--- src/rtl/axi4_lite_req_arbiter.sv ---
// axi4_lite_req_arbiter: round-robin share of one AXI4-Lite master command port; define ARB_TIMEOUT_EN to add the WAIT watchdog (and its TIMEOUT_CYCLES parameter)
module axi4_lite_req_arbiter #(
  parameter int NUM_REQ = 4,
  parameter int ADDR_W  = 4,
  parameter int DATA_W  = 32
`ifdef ARB_TIMEOUT_EN
  , parameter int TIMEOUT_CYCLES = 64
`endif
) (
  input  logic                         ACLK,
  input  logic                         ARESET,
  input  logic [NUM_REQ-1:0]           req_valid,
  input  logic [NUM_REQ-1:0]           req_write,
  input  logic [NUM_REQ*ADDR_W-1:0]    req_addr,
  input  logic [NUM_REQ*DATA_W-1:0]    req_wdata,
  output logic [NUM_REQ-1:0]           req_ready,
  output logic [NUM_REQ-1:0]           rsp_done,
  output logic [DATA_W-1:0]            rsp_rdata,
  output logic                         rsp_err,
  output logic [$clog2(NUM_REQ)-1:0]   grant_id,
  output logic                         busy,
  output logic [ADDR_W-1:0]            addr,
  output logic                         write,
  output logic [DATA_W-1:0]            wdata,
  output logic                         transfer,
  input  logic                         ready,
  input  logic [DATA_W-1:0]            rdata
);
  localparam int IW = $clog2(NUM_REQ);

  typedef enum logic {S_IDLE, S_WAIT} state_t;

  state_t              state_q, state_d;
  logic [IW-1:0]       ptr_q, ptr_d, grant_q, grant_d, pick, cand;
  logic [NUM_REQ-1:0]  req_ready_q, req_ready_d, rsp_done_q, rsp_done_d;
  logic [DATA_W-1:0]   rsp_rdata_q, rsp_rdata_d, wdata_q, wdata_d;
  logic [ADDR_W-1:0]   addr_q, addr_d;
  logic                rsp_err_q, rsp_err_d, busy_q, busy_d, write_q, write_d, transfer_q, transfer_d;
  logic                expire;
  logic [ADDR_W-1:0]   a_sl [NUM_REQ];
  logic [DATA_W-1:0]   d_sl [NUM_REQ];

  for (genvar i = 0; i < NUM_REQ; i++) begin : g_sl
    assign a_sl[i] = req_addr[i*ADDR_W +: ADDR_W];
    assign d_sl[i] = req_wdata[i*DATA_W +: DATA_W];
  end

`ifdef ARB_TIMEOUT_EN
  localparam int CW = $clog2(TIMEOUT_CYCLES + 1);
  logic [CW-1:0] cnt_q, cnt_d;
  assign expire = cnt_q == CW'(TIMEOUT_CYCLES - 1);
  // watchdog: cleared on grant, counts every WAIT edge
  always_ff @(posedge ACLK) begin
    if (ARESET) cnt_q <= '0;
    else cnt_q <= cnt_d;
  end
  assign cnt_d = (state_q == S_IDLE) ? '0 : cnt_q + 1'b1;
`else
  assign expire = 1'b0;
`endif

  // first valid requester at or after ptr, wrapping; scanned downward so the nearest wins
  always_comb begin
    pick = ptr_q;
    cand = ptr_q;
    for (int k = NUM_REQ - 1; k >= 0; k--) begin
      cand = IW'((int'(ptr_q) + k) % NUM_REQ);
      if (req_valid[cand]) pick = cand;
    end
  end

  // grant in IDLE, complete (ready or watchdog) in WAIT; pulses default low
  always_comb begin
    state_d     = state_q;
    ptr_d       = ptr_q;
    grant_d     = grant_q;
    addr_d      = addr_q;
    write_d     = write_q;
    wdata_d     = wdata_q;
    rsp_rdata_d = rsp_rdata_q;
    rsp_err_d   = rsp_err_q;
    busy_d      = busy_q;
    req_ready_d = '0;
    rsp_done_d  = '0;
    transfer_d  = 1'b0;
    if (state_q == S_IDLE) begin
      if (|req_valid) begin
        state_d           = S_WAIT;
        grant_d           = pick;
        addr_d            = a_sl[pick];
        write_d           = req_write[pick];
        wdata_d           = d_sl[pick];
        req_ready_d[pick] = 1'b1;
        transfer_d        = 1'b1;
        busy_d            = 1'b1;
      end
    end else if (ready || expire) begin
      state_d              = S_IDLE;
      busy_d               = 1'b0;
      rsp_done_d[grant_q]  = 1'b1;
      ptr_d                = (grant_q == IW'(NUM_REQ - 1)) ? '0 : grant_q + 1'b1;
      rsp_err_d            = expire && !ready;
      rsp_rdata_d          = (expire && !ready) ? '0 : write_q ? rsp_rdata_q : rdata;
    end
  end

  // state and registered outputs
  always_ff @(posedge ACLK) begin
    if (ARESET) begin
      state_q     <= S_IDLE;
      ptr_q       <= '0;
      grant_q     <= '0;
      addr_q      <= '0;
      write_q     <= 1'b0;
      wdata_q     <= '0;
      rsp_rdata_q <= '0;
      rsp_err_q   <= 1'b0;
      busy_q      <= 1'b0;
      req_ready_q <= '0;
      rsp_done_q  <= '0;
      transfer_q  <= 1'b0;
    end else begin
      state_q     <= state_d;
      ptr_q       <= ptr_d;
      grant_q     <= grant_d;
      addr_q      <= addr_d;
      write_q     <= write_d;
      wdata_q     <= wdata_d;
      rsp_rdata_q <= rsp_rdata_d;
      rsp_err_q   <= rsp_err_d;
      busy_q      <= busy_d;
      req_ready_q <= req_ready_d;
      rsp_done_q  <= rsp_done_d;
      transfer_q  <= transfer_d;
    end
  end

  assign req_ready = req_ready_q;
  assign rsp_done  = rsp_done_q;
  assign rsp_rdata = rsp_rdata_q;
  assign rsp_err   = rsp_err_q;
  assign grant_id  = grant_q;
  assign busy      = busy_q;
  assign addr      = addr_q;
  assign write     = write_q;
  assign wdata     = wdata_q;
  assign transfer  = transfer_q;
endmodule

--- config.mk ---
export PLATFORM = sky130hd
export DESIGN_NAME = axi4_lite_req_arbiter
export DESIGN_NICKNAME = d
export VERILOG_FILES = /design/src/rtl/axi4_lite_req_arbiter.sv
export SDC_FILE = /design/constraint.sdc
export NUM_CORES = 1
export LEC_CHECK = 0
export BUFFER_PORTS_ARGS = -buffer_cell sky130_fd_sc_hd__buf_4
export CAP_MARGIN = 20
export CORE_ASPECT_RATIO = 1.75
export CORE_MARGIN = 5
export CORE_UTILIZATION = 45
export CTS_BUF_LIST = sky130_fd_sc_hd__clkbuf_8
export DETAILED_ROUTE_END_ITERATION = 12
export PLACE_DENSITY = 0.81
export SLEW_MARGIN = 15
export SYNTH_ARGS = -nofsm -noshare
export SYNTH_HDL_FRONTEND = slang
export SYNTH_SLANG_ARGS = --single-unit
--- constraint.sdc ---
create_clock -name ACLK -period 2.4 [get_ports ACLK]
set_clock_uncertainty 0.1 [all_clocks]
set_input_delay 0.36 -clock ACLK [delete_from_list [all_inputs] [get_ports ACLK]]
set_output_delay 0.36 -clock ACLK [all_outputs]
set_load 0.01 [all_outputs]
==> results of run 1 <==
-- cell usage after synthesis, types with 5 or more instances --
| cell | n | area [um2] |
|---|---|---|
| a21o_1 | 5 | 37.54 |
| o31ai_1 | 5 | 37.54 |
| and4_1 | 32 | 280.3 |
| nand2_1 | 72 | 270.3 |
| o21ai_1 | 25 | 125.1 |
| dfxtp_1 | 84 | 1682 |
| a221oi_1 | 8 | 70.07 |
| nand4_1 | 6 | 37.54 |
| a21oi_1 | 41 | 205.2 |
| buf_4 | 6 | 45.04 |
| clkbuf_1 | 23 | 86.33 |
| buf_2 | 21 | 105.1 |
| a211oi_2 | 34 | 425.4 |
| o31a_1 | 32 | 280.3 |
| nor2_1 | 48 | 180.2 |
| a221oi_2 | 29 | 435.4 |
| o21ai_0 | 10 | 50.05 |
| and2_1 | 8 | 50.05 |
-- power by group through the flow --
stage                     clock network [mW]  logic [mW]  registers, mW
final                                   1.15        1.24           1.58
after global routing                    1.22        1.33           1.59
after CTS                               1.16        1.24           1.58
after detailed placement                   0        1.24           1.61
after global placement                     0        1.21           1.60
after floorplan                            0       0.627           1.63
-- cell families after synthesis --
group,count (synthesis),share of synthesized area [%]
AO/OA/AOI/OAI,203,36.78
AND/OR/NAND/NOR,187,19.82
adder cells (fa/ha/maj),4,1.014
other,1,0.07597
buffers and inverters,66,8.238
flip-flops,84,34.07
-- cell usage in the layout (no fill, tap or decap), drive strengths merged, types with 4 or more instances in the layout --
cell,instances
nand2b,4
inv,4
dfxtp,84
a21oi,41
a21o,5
o31a,32
ha,4
o31ai,5
and4,32
nor2,48
nand4,6
clkbuf,10
a221oi,37
nand2,72
and2,8
nor3,5
o21ai,35
a211oi,37
buf,293
-- metrics by stage --
step	cell area (um2)	utilization, %
final	7248	67.75
after global routing	7248	67.75
after CTS	7248	67.75
after detailed placement	7023	65.65
after global placement	7023	65.65
after floorplan	4936	-
-- layer usage --
layer,vias up,wire [um],track usage [%]
li1,2521,-,-
met1,2568,6239,29.38
met2,353,9679,49.37
met3,75,2158,7.816
met4,0,876,14.08
met5,-,0,0
-- worst min-delay path: stages --
cell     delay (ns)
buf_4          0.10
nand2_1        0.04
a21oi_1        0.05
-- worst paths after layout --
check | end | slack [ns]
min reg2reg | rsp_rdata[0]$_SDFFE_PP0P_ | 0.36
min | rsp_rdata[21]$_SDFFE_PP0P_ | 0.14
max | wdata[6]$_SDFFE_PP0P_ | 0.15
max reg2reg | wdata[6]$_SDFFE_PP0P_ | 0.15
-- layout make-up --
cell class | count | area, um2 | share of cell area [%]
timing repair buffer | 293 | 2275 | 31.38
multi-input combinational | 395 | 2897 | 39.96
sequential | 84 | 1682 | 23.20
clock buffer | 10 | 137.6 | 1.899
tap | 130 | 162.7 | 2.244
inverter | 2 | 7.507 | 0.1036
clock inverter | 6 | 87.58 | 1.208
-- flip-flops by register name (all words and copies together) (netlist names) --
signal and count:
write 1, rsp_rdata 32, busy 1, wdata 32
addr 4, state_q 1, grant_id 2, ptr_q 2
transfer 1, req_ready 4, rsp_done 4
==> out/summary.txt, run 1 <==
global-route wire length before repair - 28940 um
crit-path cells - a21oi_1 > o311ai_4 > buf_4 > a221oi_2 > a211oi_2
I/O Buffers - 267
post_cts resized - 0
Layout area overhead - 46.84%
critical path depth - 5
GRT overflow - 0
CP startpoint - ptr_q[0]$_SDFFE_PP0P_
critical path data arrival time - 2.43 ns
initial antenna violation count - 0
largest net degree at the start of global routing - 42
Syn Area/Cell - 9.057 um2
status - finished, final reports clean
routability congestion estimate - 0.8988
Combinational Power Share - 31.3%
setup bufs post-CTS - 0
startpoint types - flip-flop
CTS tree - yes
Clk Latency, worst-skew pair - 0.36 ns
Post-Place Setup Slack - 0.07766 ns
CTS Buf Count - 9
total wire length - 18950 um
worst hold path class - input pin to flip-flop
synthesized net count - 736
critical path's largest stage delay - 0.71 ns
DRT iter0 DRCs - 272
post-layout min period - 2.250 ns
Achievable Freq - 0.4444 GHz
drt first pass iters - 5
area of the core - 10700 um2
Remaining DRCs - 0
post-synthesis async set-or-reset flop share - 0%
HPWL Detailed - 14710 um
Leakage - 3.091 nW
final setup fails - 0
sw power - 1.218 mW
critical path class - flip-flop to flip-flop
Slew HR - 44.84%
RSZ-0062 raised after global routing - false
vias in the first global route - 5607
worst vdd ir - 425.6 uV
CP Capture Type - flip-flop
Worst path slowest cell - o311ai_4
Total Power - 3.961 mW
NumNets Final - 976
setup TNS - 0 ns
Buf/Inv on CP - 1
clock-pin slew on the worst setup and hold paths - 0.09 ns
Slew Limit Fails - 0
synthesized area - 4936 um2
Horiz. Die Dim - 89.17 um
Worst Tran Pin Value - 0.8254 ns
Flop pwr share - 39.8%
Fin Hold WS - 0.1412 ns
sequential cell area fraction in the yosys report - 34.07%
Switching Share - 30.75%
Longest Clk Path Bufs - 2
height of the die - 148.6 um
share of cells above drive strength 1 - 48.73%
overall routing resource usage - 28.00%
# hold bufs at CTS - 0
Cells on Worst Hold Path - 3
Mapped Cells - 545
clk root buf - clkbuf_8
internal power component - 2.743 mW
fin cells - 920
pwr dens - 546.5 nW/um2
#FFs+latches synth - 84
DR vias - 5517
Post-synth EDFFs - 0
CTS H-tree lvls - 3
max_cap viols - 0
synth warn - 0
# diodes - 0
Worst Path Max Fanout - 12
Routed Antenna Nets - 0
DR vias/cell - 5.997
WP data required - 2.58 ns
DR WL/cell - 20.60 um
final worst setup slack - 0.1496 ns
RR Startpoint - ptr_q[0]$_SDFFE_PP0P_
cells on worst reg2reg path - 5
die area - 13250 um2
Tcrit/Tclk final - 93.77%
Core Rows - 50
Placed Instances - 904
clock group share of total power - 28.9%
most frequently used flop master after synthesis - dfxtp_1
Filler Cell Count - 855
Hold Vio Cnt, Final - 0
IO Count - 269
hold path startpoint - rdata[21]
initial core utilization - 46.14%
Unique masters post-synth - 52
Top delay family on crit path - compound AO/OA/AOI/OAI gates
TritonCTS Sinks - 84
Power figures use the tool's default switching activity.
==> run 2, diff against run 1 <==
CORE_MARGIN = 3   (was 5)
clock period = 2.34 ns   (was 2.4 ns; I/O delays follow)
==> run 2 against run 1 <==
Compared with the run above:
- critical endpoint is now wdata[25]$_SDFFE_PP0P_
- critical path depth increased by 1
- cell area up 0.67%
- clock power shrank 22%
==> out/summary.txt, run 2 (synthesis results as in run 1) <==
NumNets Final - 988
GRT overflow - 0
Layout area overhead - 47.83%
I/O Buffers - 267
initial core utilization - 46.14%
drt first pass iters - 5
internal power component - 2.580 mW
vias in the first global route - 5443
initial antenna violation count - 0
Filler Cell Count - 885
max_cap viols - 0
worst vdd ir - 405.2 uV
startpoint types - flip-flop
CTS Buf Count - 9
clock-pin slew on the worst setup and hold paths - 0.09 ns
IO Count - 269
# diodes - 0
most frequent cells in the layout - 297 x buf_4, 84 x dfxtp_1, 72 x nand2_1
routability congestion estimate - 0.9275
worst hold path class - input pin to flip-flop
die area - 12310 um2
Switching Share - 32.56%
critical path class - flip-flop to flip-flop
height of the die - 144.6 um
Clk Latency, worst-skew pair - 0.36 ns
share of cells above drive strength 1 - 49.31%
area of the core - 10700 um2
CTS H-tree lvls - 3
Remaining DRCs - 0
Slew Limit Fails - 0
global-route wire length before repair - 28750 um
Longest Clk Path Bufs - 2
Worst Path Max Fanout - 15
RSZ-0062 raised after global routing - false
status - finished, final reports clean
CP Capture Type - flip-flop
Combinational Power Share - 34.3%
Tcrit/Tclk final - 95.71%
Horiz. Die Dim - 85.17 um
critical path data arrival time - 2.41 ns
clk root buf - clkbuf_8
Placed Instances - 916
DR vias - 5527
pwr dens - 524.3 nW/um2
final setup fails - 0
Slew HR - 48.42%
DRT iter0 DRCs - 416
Hold Vio Cnt, Final - 0
fin cells - 931
TritonCTS Sinks - 84
Routed Antenna Nets - 0
HPWL Detailed - 14880 um
Leakage - 3.144 nW
CTS tree - yes
overall routing resource usage - 29.76%
post_cts resized - 0
Worst Tran Pin Value - 0.7712 ns
DR vias/cell - 5.937
WP data required - 2.51 ns
Achievable Freq - 0.4465 GHz
sw power - 1.246 mW
post-layout min period - 2.240 ns
# hold bufs at CTS - 0
setup bufs post-CTS - 0
commonest non-fill, non-tap cell in the layout - buf_4
largest net degree at the start of global routing - 39
setup TNS - 0 ns
DR WL/cell - 20.50 um
clock group share of total power - 23.4%
Core Rows - 50
total wire length - 19090 um
Flop pwr share - 42.3%
run 2: cell count changes in the layout (fill, tap and decap cells not counted), sizes merged:
cell / delta
clkinv: +4
clkbuf: -1
buf: +12
clkinvlp: -2
bufinv: -2
run 2: worst paths after layout:
path,start,endpoint,slack (ns),cells after the start
max,ptr_q[0]$_SDFFE_PP0P_,wdata[25]$_SDFFE_PP0P_,0.10,6
min,rdata[7],rsp_rdata[7]$_SDFFE_PP0P_,0.14,3
max reg2reg,ptr_q[0]$_SDFFE_PP0P_,wdata[25]$_SDFFE_PP0P_,0.10,6
min reg2reg,rsp_rdata[4]$_SDFFE_PP0P_,rsp_rdata[4]$_SDFFE_PP0P_,0.36,2
run 2: through the flow:
| stage | utilization, % | worst slack [ns] | instance area, um2 | hold slack [ns] | total power [mW] |
|---|---|---|---|---|---|
| 2_1_floorplan | - | 0.4653 | 4936 | 0.3805 | 2.318 |
| 5_1_grt | 68.21 | 0.0006422 | 7297 | 0.1201 | 4.009 |
| 6_report | 68.21 | 0.1003 | 7297 | 0.1401 | 3.826 |
| 3_3_place_gp | 66.73 | 0.1932 | 7138 | 0.3437 | 2.918 |
| 3_5_place_dp | 66.73 | 0.1341 | 7138 | 0.3494 | 2.956 |
| 4_1_cts | 68.21 | 0.1258 | 7297 | 0.1176 | 3.846 |
run 2: final cells by class:
class	count	area [um2]	share of cell area, %
Multi-Input combinational cell	395	2897	39.69
Clock inverter	6	35.03	0.4801
Clock buffer	9	123.9	1.698
Sequential cell	84	1682	23.05
Timing Repair Buffer	305	2390	32.75
Tap cell	130	162.7	2.229
Inverter	2	7.507	0.1029
run 2: layer usage:
metal | global-route usage [%] | share of wire (%) | vias to the layer above
li1 | - | - | 2543
met1 | 31.06 | 34 | 2572
met2 | 53.89 | 52 | 348
met3 | 9.122 | 10 | 64
met4 | 13.76 | 4.3 | 0
met5 | 0 | 0 | -
run 2: power groups by stage:
| stage | Clock, mW | Sequential [mW] | Combinational [mW] |
|---|---|---|---|
| finish | 0.897 | 1.62 | 1.31 |
| floorplan | 0 | 1.67 | 0.643 |
| global route | 0.977 | 1.63 | 1.40 |
| CTS | 0.921 | 1.62 | 1.31 |
| detailed placement | 0 | 1.65 | 1.31 |
| global placement | 0 | 1.64 | 1.27 |
run 2: critical path: stages (launching register included):
cell,delay [ns]
dfxtp_1,0.58
or2b_1,0.25
a21oi_1,0.13
o21ai_4,0.52
buf_12,0.24
a221oi_2,0.09
a211oi_2,0.23
==> run 3, diff against run 2 <==
RECOVER_POWER = 50   (was unset)
==> run 3 against run 2 <==
Compared with the run above:
- non-clock buffer count did not move
- setup slack worse by 0.017 ns
- flip-flop and latch count is the same
- clock-buffer cell count did not move
- maximum frequency decreased by 0.75%
- final cell count unchanged
- cell area decreased by 4.0%
- critical path type unchanged
- largest cell class unchanged
- largest power group unchanged
==> out/summary.txt, run 3 (synthesis results as in run 1) <==
most frequent cells in the layout - 220 x buf_4, 84 x dfxtp_1, 77 x clkbuf_1
vias in the first global route - 5443
status - finished, final reports clean
busiest layer in global routing - met2
total wire length - 19140 um
Post-Place Setup Slack - 0.1341 ns
r2r setup slk - 0.08 ns
Worst Hold End - rsp_rdata[7]$_SDFFE_PP0P_
critical path's largest stage delay - 0.59 ns
Multi-input gate area - 2897 um2
WP data required - 2.51 ns
# hold bufs at CTS - 0
Tcrit/Tclk final - 96.44%
IO Count - 269
drt first pass iters - 6
met1 GRT Util - 31.06%
final worst setup slack - 0.08337 ns
Worst path slowest cell - dfxtp_1
cells on worst reg2reg path - 6
NumNets Final - 988
setup bufs post-CTS - 0
critical path class - flip-flop to flip-flop
largest net degree at the start of global routing - 39
HPWL Detailed - 14880 um
clk root buf - clkbuf_8
Slew HR - 48.58%
global-route wire length before repair - 28750 um
Core Rows - 50
overall routing resource usage - 29.76%
Top delay family on crit path - compound AO/OA/AOI/OAI gates
Filler Cell Count - 948
RR Startpoint - ptr_q[0]$_SDFFE_PP0P_
CTS H-tree lvls - 3
crit-path cells - or2b_1 > a21oi_1 > o21ai_4 > buf_4 > a221oi_2 > a211oi_2
I/O Buffers - 267
startpoint types - flip-flop
routability congestion estimate - 0.9275
Horiz. Die Dim - 85.17 um
worst vdd ir - 419.2 uV
Leakage - 2.828 nW
DR vias/cell - 5.894
Worst Path Max Fanout - 13
Hold Vio Cnt, Final - 0
post_cts resized - 0
register area - 1682 um2
Layout area overhead - 41.98%
met2 Resource Use GR - 53.89%
hold path startpoint - rdata[7]
Worst Tran Pin Value - 0.7688 ns
CTS tree - yes
worst hold path class - input pin to flip-flop
critical path data arrival time - 2.43 ns
pwr dens - 535.4 nW/um2
CTS Buf Count - 9
final setup fails - 0
initial core utilization - 46.14%
Slew Limit Fails - 0
share of cells above drive strength 1 - 39.70%
GRT overflow - 0
TritonCTS Sinks - 84
# diodes - 0
Longest Clk Path Bufs - 2
Clk Latency, worst-skew pair - 0.36 ns
max_cap viols - 0
RSZ-0062 raised after global routing - false
Cells on Worst Hold Path - 3
DRT iter0 DRCs - 389
Achievable Freq - 0.4431 GHz
Routed Antenna Nets - 0
setup TNS - 0 ns
height of the die - 144.6 um
Buf/Inv on CP - 1
area of the core - 10700 um2
clock-pin slew on the worst setup and hold paths - 0.10 ns
commonest non-fill, non-tap cell in the layout - buf_4
die area - 12310 um2
Remaining DRCs - 0
DR vias - 5487
met3 Track Usage GR - 9.122%
DR WL/cell - 20.56 um
Worst R2R End - write$_SDFFE_PP0P_
initial antenna violation count - 0
post-layout min period - 2.257 ns
CP Capture Type - flip-flop
-- run 3: cell count changes in the layout (fill, tap and decap cells not counted) --
cell      before  now
clkbuf_1       0   77
and2_1         8    7
buf_4        297  220
and2_0         0    1
-- run 3: cell type report --
cell class | count | share of cell area (%)
multi-input cells | 395 | 41.33
repair buffers | 305 | 29.98
flip-flops and latches | 84 | 24.00
well taps | 130 | 2.321
clock buffers | 9 | 1.768
clock inverters | 6 | 0.4999
inverters | 2 | 0.1071
-- run 3: through the flow --
step	util (%)	hold slack, ns	power, mW	instances	cell area, um2
2_1_floorplan	-	0.3805	2.318	545	4936
3_3_place_gp	66.73	0.3437	2.918	916	7138
3_5_place_dp	66.73	0.3494	2.956	916	7138
4_1_cts	68.21	0.1176	3.846	931	7297
5_1_grt	65.51	0.1201	3.932	931	7008
6_report	65.51	0.1380	3.752	931	7008
-- run 3: report_power, final --
part,total (mW),internal [mW],switching (mW)
sequential,1.62,1.54,0.0771
combinational,1.24,0.594,0.645
clock,0.899,0.373,0.526
-- run 3: worst reg2reg max path, delay by kind of cell, from the launching register on --
kind / cells / cell delay (ns)
buffers and inverters: 1 / 0.23
AND/OR/NAND/NOR: 1 / 0.26
AO/OA/AOI/OAI: 4 / 1.01
flip-flops: 1 / 0.59
-- run 3: layer usage --
layer / vias to the layer above / part of all wire [%]
met2: 330 / 52
li1: 2542 / -
met5: - / 0
met4: 0 / 4.1
met3: 63 / 9.9
met1: 2552 / 34
-- run 3: how the worst max path moves through the flow --
| stage | startpoint | endpoint | slack (ns) | cells past startpoint |
|---|---|---|---|---|
| 3_5_place_dp | req_valid[2] | addr[2]$_SDFFE_PP0P_ | 0.13 | 7 |
| 2_1_floorplan | req_valid[0] | wdata[15]$_SDFFE_PP0P_ | 0.47 | 8 |
| 5_1_grt | ptr_q[0]$_SDFFE_PP0P_ | wdata[25]$_SDFFE_PP0P_ | 0.0006 | 6 |
| 6_report | ptr_q[0]$_SDFFE_PP0P_ | write$_SDFFE_PP0P_ | 0.08 | 6 |
| 3_3_place_gp | req_valid[3] | write$_SDFFE_PP0P_ | 0.19 | 7 |
| 4_1_cts | ptr_q[0]$_SDFFE_PP0P_ | wdata[25]$_SDFFE_PP0P_ | 0.13 | 6 |
